[config.mk]
export PLATFORM = sky130hd
export DESIGN_NAME = rf_dump
export DESIGN_NICKNAME = d
export VERILOG_FILES = /design/src/rtl/rf_dump_pkg.sv /design/src/rtl/rf_dump.sv
export SDC_FILE = /design/constraint.sdc
export NUM_CORES = 1
export LEC_CHECK = 0
export ABC_AREA = 1
export CAP_MARGIN = 0
export CORE_MARGIN = 10
export CORE_UTILIZATION = 37
export CTS_CLUSTER_SIZE = 40
export DETAILED_ROUTE_END_ITERATION = 8
export PLACE_DENSITY = 0.85
export SLEW_MARGIN = 20
export SYNTH_ARGS = -nofsm -noshare
export SYNTH_HDL_FRONTEND = slang
export SYNTH_SLANG_ARGS = --single-unit
[constraint.sdc]
create_clock -name clk -period 1.5 [get_ports clk]
set_input_delay 0.45 -clock clk [delete_from_list [all_inputs] [get_ports clk]]
set_output_delay 0.45 -clock clk [all_outputs]
set_load 0.005 [all_outputs]
[src/rtl/rf_dump_pkg.sv]
// Shared definitions for the register-file dump engine: register-file
// geometry and the dump controller state encoding.
package rf_dump_pkg;

  localparam int REG_AW  = 5;   // register index width
  localparam int REG_DW  = 32;  // register data width
  localparam int REG_NUM = 32;  // number of architectural registers

  // Dump controller states.
  typedef enum logic [1:0] {
    IDLE = 2'd0,
    READ = 2'd1,
    SEND = 2'd2,
    FIN  = 2'd3
  } state_e;

endpackage : rf_dump_pkg

[src/rtl/rf_dump.sv]
// Register-file dump engine. Walks a spare asynchronous read port from the
// first to the last index, snapshots each register into an output holding
// register and offers it on a valid/ready stream. Never writes the file.
module rf_dump
  import rf_dump_pkg::*;
#(
  parameter int LAST_ADDR = 31,  // highest index dumped (0..31)
  parameter int SKIP_ZERO = 0    // 1: begin the scan at index 1
) (
  input  logic              clk,
  input  logic              rst,
  input  logic              start,
  input  logic              abort,
  output logic [REG_AW-1:0] ra,
  input  logic [REG_DW-1:0] rd,
  output logic              out_valid,
  input  logic              out_ready,
  output logic [REG_AW-1:0] out_addr,
  output logic [REG_DW-1:0] out_data,
  output logic              busy,
  output logic              done
);

  localparam logic [REG_AW-1:0] LAST_IDX  = REG_AW'(LAST_ADDR);
  localparam logic [REG_AW-1:0] FIRST_IDX = (SKIP_ZERO != 0) ? REG_AW'(1) : REG_AW'(0);
  // With the first index past the last one there is nothing to send.
  localparam bit EMPTY_SCAN = ((SKIP_ZERO != 0) ? 1 : 0) > LAST_ADDR;

  state_e              state_q;
  logic [REG_AW-1:0]   idx_q;
  logic [REG_AW-1:0]   idx_d;
  logic                out_valid_q;
  logic [REG_AW-1:0]   out_addr_q;
  logic [REG_DW-1:0]   out_data_q;
  logic                done_q;

  // Next scan index; only ever used when idx_q is below LAST_IDX, so no wrap.
  assign idx_d = idx_q + REG_AW'(1);

  // Controller FSM with registered stream outputs and done pulse.
  // NOTE: every register here is assigned with <= so all updates see the
  // pre-edge values; a blocking = would let later lines see half-updated state.
  always_ff @(posedge clk or posedge rst) begin
    if (rst) begin
      state_q     <= IDLE;
      idx_q       <= '0;
      out_valid_q <= 1'b0;
      out_addr_q  <= '0;
      out_data_q  <= '0;
      done_q      <= 1'b0;
    end else begin
      // done is a single-cycle pulse unless the FIN entry below sets it.
      done_q <= 1'b0;
      case (state_q)
        IDLE: begin
          if (start) begin
            if (EMPTY_SCAN) begin
              state_q <= FIN;
              done_q  <= 1'b1;
            end else begin
              idx_q   <= FIRST_IDX;
              state_q <= READ;
            end
          end
        end
        READ: begin
          if (abort) begin
            state_q <= IDLE;
          end else begin
            // Snapshot the word now; later writes to this register are not seen.
            out_data_q  <= rd;
            out_addr_q  <= idx_q;
            out_valid_q <= 1'b1;
            state_q     <= SEND;
          end
        end
        SEND: begin
          // Abort wins over a handshake in the same cycle.
          if (abort) begin
            out_valid_q <= 1'b0;
            state_q     <= IDLE;
          end else if (out_ready) begin
            out_valid_q <= 1'b0;
            if (idx_q == LAST_IDX) begin
              state_q <= FIN;
              done_q  <= 1'b1;
            end else begin
              idx_q   <= idx_d;
              state_q <= READ;
            end
          end
        end
        FIN: begin
          state_q <= IDLE;
        end
        default: begin
          state_q <= IDLE;
        end
      endcase
    end
  end

  assign ra        = idx_q;
  assign out_valid = out_valid_q;
  assign out_addr  = out_addr_q;
  assign out_data  = out_data_q;
  assign done      = done_q;
  assign busy      = (state_q != IDLE);

endmodule : rf_dump

==> metrics <==
initial antenna violation count 0; reg2reg start ra[0]$_DFFE_PP0P_; worst vdd ir 827 µV; Synth Instances 221; Max-Slew Margin vs Limit 80.2%; clock slew at reported path FFs 80 ps; Post-synth EDFFs 0; H-tree depth 2; setup tns final -471 ps; Fin. Hold Viols 0; post-route antenna net violation count 0; Max clock buf depth 2; I/O pin count 82; synth top area cells dfrtp_1, nand2_1, ha_1; Slew Limit Fails 0; Setup Slack @ Placement -275 ps; Tcrit/Tclk final 108%; die height 91.3 µm; Final Wtd Congestion 0.821; Layout Skew 8.99 ps; Die Wd 91.3 µm; Final nets 373; TritonCTS clock tree yes; Fmax 0.616 GHz; Detailed Route WL 5.74 mm; dpl cell area 2900 µm²; Synth Register Bits 46; IO Port Bufs 81; Tot Pwr 4.64 mW; Async SR Flop Fraction 100%; most common cell after layout, fill and taps aside nand2_1; Mapped Avg Cell Area 8.50 µm²; commonest non-fill, non-tap cells in the layout nand2_1, dfrtp_1, dlygate4sd2_1; Post-CTS Hold Fix Bufs 0; cell area after layout 3140 µm²; global-route wire length before repair 9.40 mm; failing checks negative setup slack; Pre-antenna DRT Iters 4; outcome finished, violations left; Syn Nets 261; maxcap violations 0; setup slack, reg-to-reg -120 ps; Util after Layout 65.1%; Non-Filler Instances 401; worst-path fanout max 5; GRT Residual Overflow 0; Worst Reg-to-Reg Cells 11; ys flop type dfrtp_1; Tmin final 1620 ps; RSZ-0062 raised after global routing true; Tot GR Track Use 13.8%; Post-Syn Area 1880 µm²; initial core utilization 39.0%; Worst-Skew Late Latency 290 ps; Fill cells 424; hpwl dp 4.13 mm; synth unique cells 16; Startpoint Class flop; via count 1830; Leak 1.71 nW; Root Driver clkbuf_8; largest net degree at the start of global routing 27; initial DRC count 102; die area 8330 µm²; FF-to-FF End ra[2]$_DFFE_PP0P_; post-synth top area cell dfrtp_1; CTS sink cnt 46; Worst Tran Pin Value 297 ps; core area 4820 µm²; DR DRC count 0; hold slack final 439 ps; Inst Count DP 377; Vias per Instance 4.56; row count 25; post-synth top area share 61.3%; layout cells sized above 1 16.8%; number of synthesis warnings 0; wire per inst 14.3 µm; Area Growth Syn to Fin 66.9%; crit end category flop; critical path class reg -> reg; sequential fraction of the synthesis area 61.3%; CP arrival 1810 ps; final setup violation count 5; HP Class in -> async; WP data required 1680 ps; ANT cells 0; PwrDens 1480 nW/µm²; vias in the first global route 1862; Worst Slack Setup Final -123 ps; total CTS buffers 5
logic make-up (layout without fill, tap and decap cells):
family | Yosys count | after routing | synth area share, %
AOI/OAI and AO/OA | 5 | 5 | 1.33
adders and majority gates | 3 | 3 | 2.00
buffers and inverters | 18 | 131 | 4.19
DFF | 46 | 46 | 61.3
and+or+nand+nor | 149 | 149 | 31.2
per-layer routing:
metal  part of all wire (%)  vias up  track usage, %  wire [µm]
met5                      0        -               0          0
met4                    1.3        0            4.83         73
met3                    7.4       10            4.86        422
met2                     52       68            24.0       3000
met1                     39      857            15.3       2250
li1                       -      895               -          -
worst max path at each step:
stage                                  from                        to  slack, ps  cells past startpoint
after floorplan           ra[0]$_DFFE_PP0P_         ra[0]$_DFFE_PP0P_          6                     10
after detailed placement              abort  out_data[23]$_DFFE_PP0P_       -280                      5
final                     ra[0]$_DFFE_PP0P_         ra[2]$_DFFE_PP0P_       -120                     11
after CTS                 ra[1]$_DFFE_PP0P_         ra[0]$_DFFE_PP0P_        -80                     11
after global routing      ra[0]$_DFFE_PP0P_         ra[2]$_DFFE_PP0P_       -190                     11
after global placement                abort  out_data[16]$_DFFE_PP0P_       -180                      5
flip-flops by register name, indices dropped and copies added (netlist names):
name / cells
done: 1
out_addr: 5
out_data: 32
out_valid: 1
ra: 5
state_q: 2
area by class of cell:
cell class | instances | area (µm²) | share of cell area, %
clock buffers | 7 | 86.3 | 2.75
repair buffers | 112 | 1050 | 33.4
multi-input cells | 157 | 717 | 22.9
inverters | 11 | 45.0 | 1.44
clock inverters | 1 | 5.00 | 0.160
flip-flops and latches | 46 | 1150 | 36.7
well taps | 67 | 83.8 | 2.67
power by group:
part / internal, mW / total (mW) / switching, mW
Combinational: 1.01 / 1.96 / 0.955
Clock: 0.372 / 0.760 / 0.388
Sequential: 1.70 / 1.92 / 0.225
Yosys cell counts (2+ instances only):
library cell	n
nor2_1	10
ha_1	3
nand3_1	5
inv_1	9
buf_2	6
o21ai_1	3
dfrtp_1	46
nand2_1	130
inv_2	2
what timing repair did:
item / 4_1_cts / 5_1_grt
setup endpoints to repair: 50 / 34
setup buffers: 14 / 5
pin swaps: 7 / 11
gates resized for setup: 62 / 12
critical path: stages, from the launching register on:
cell,delay [ps]
dfrtp_1,400
buf_6,130
ha_4,160
nand2_4,90
nor2_4,50
ha_4,160
nor2_1,70
nand2_1,80
nand2_2,130
nand2_4,90
nand2_2,90
nand2_2,60
(Power assumes the default switching activity.)
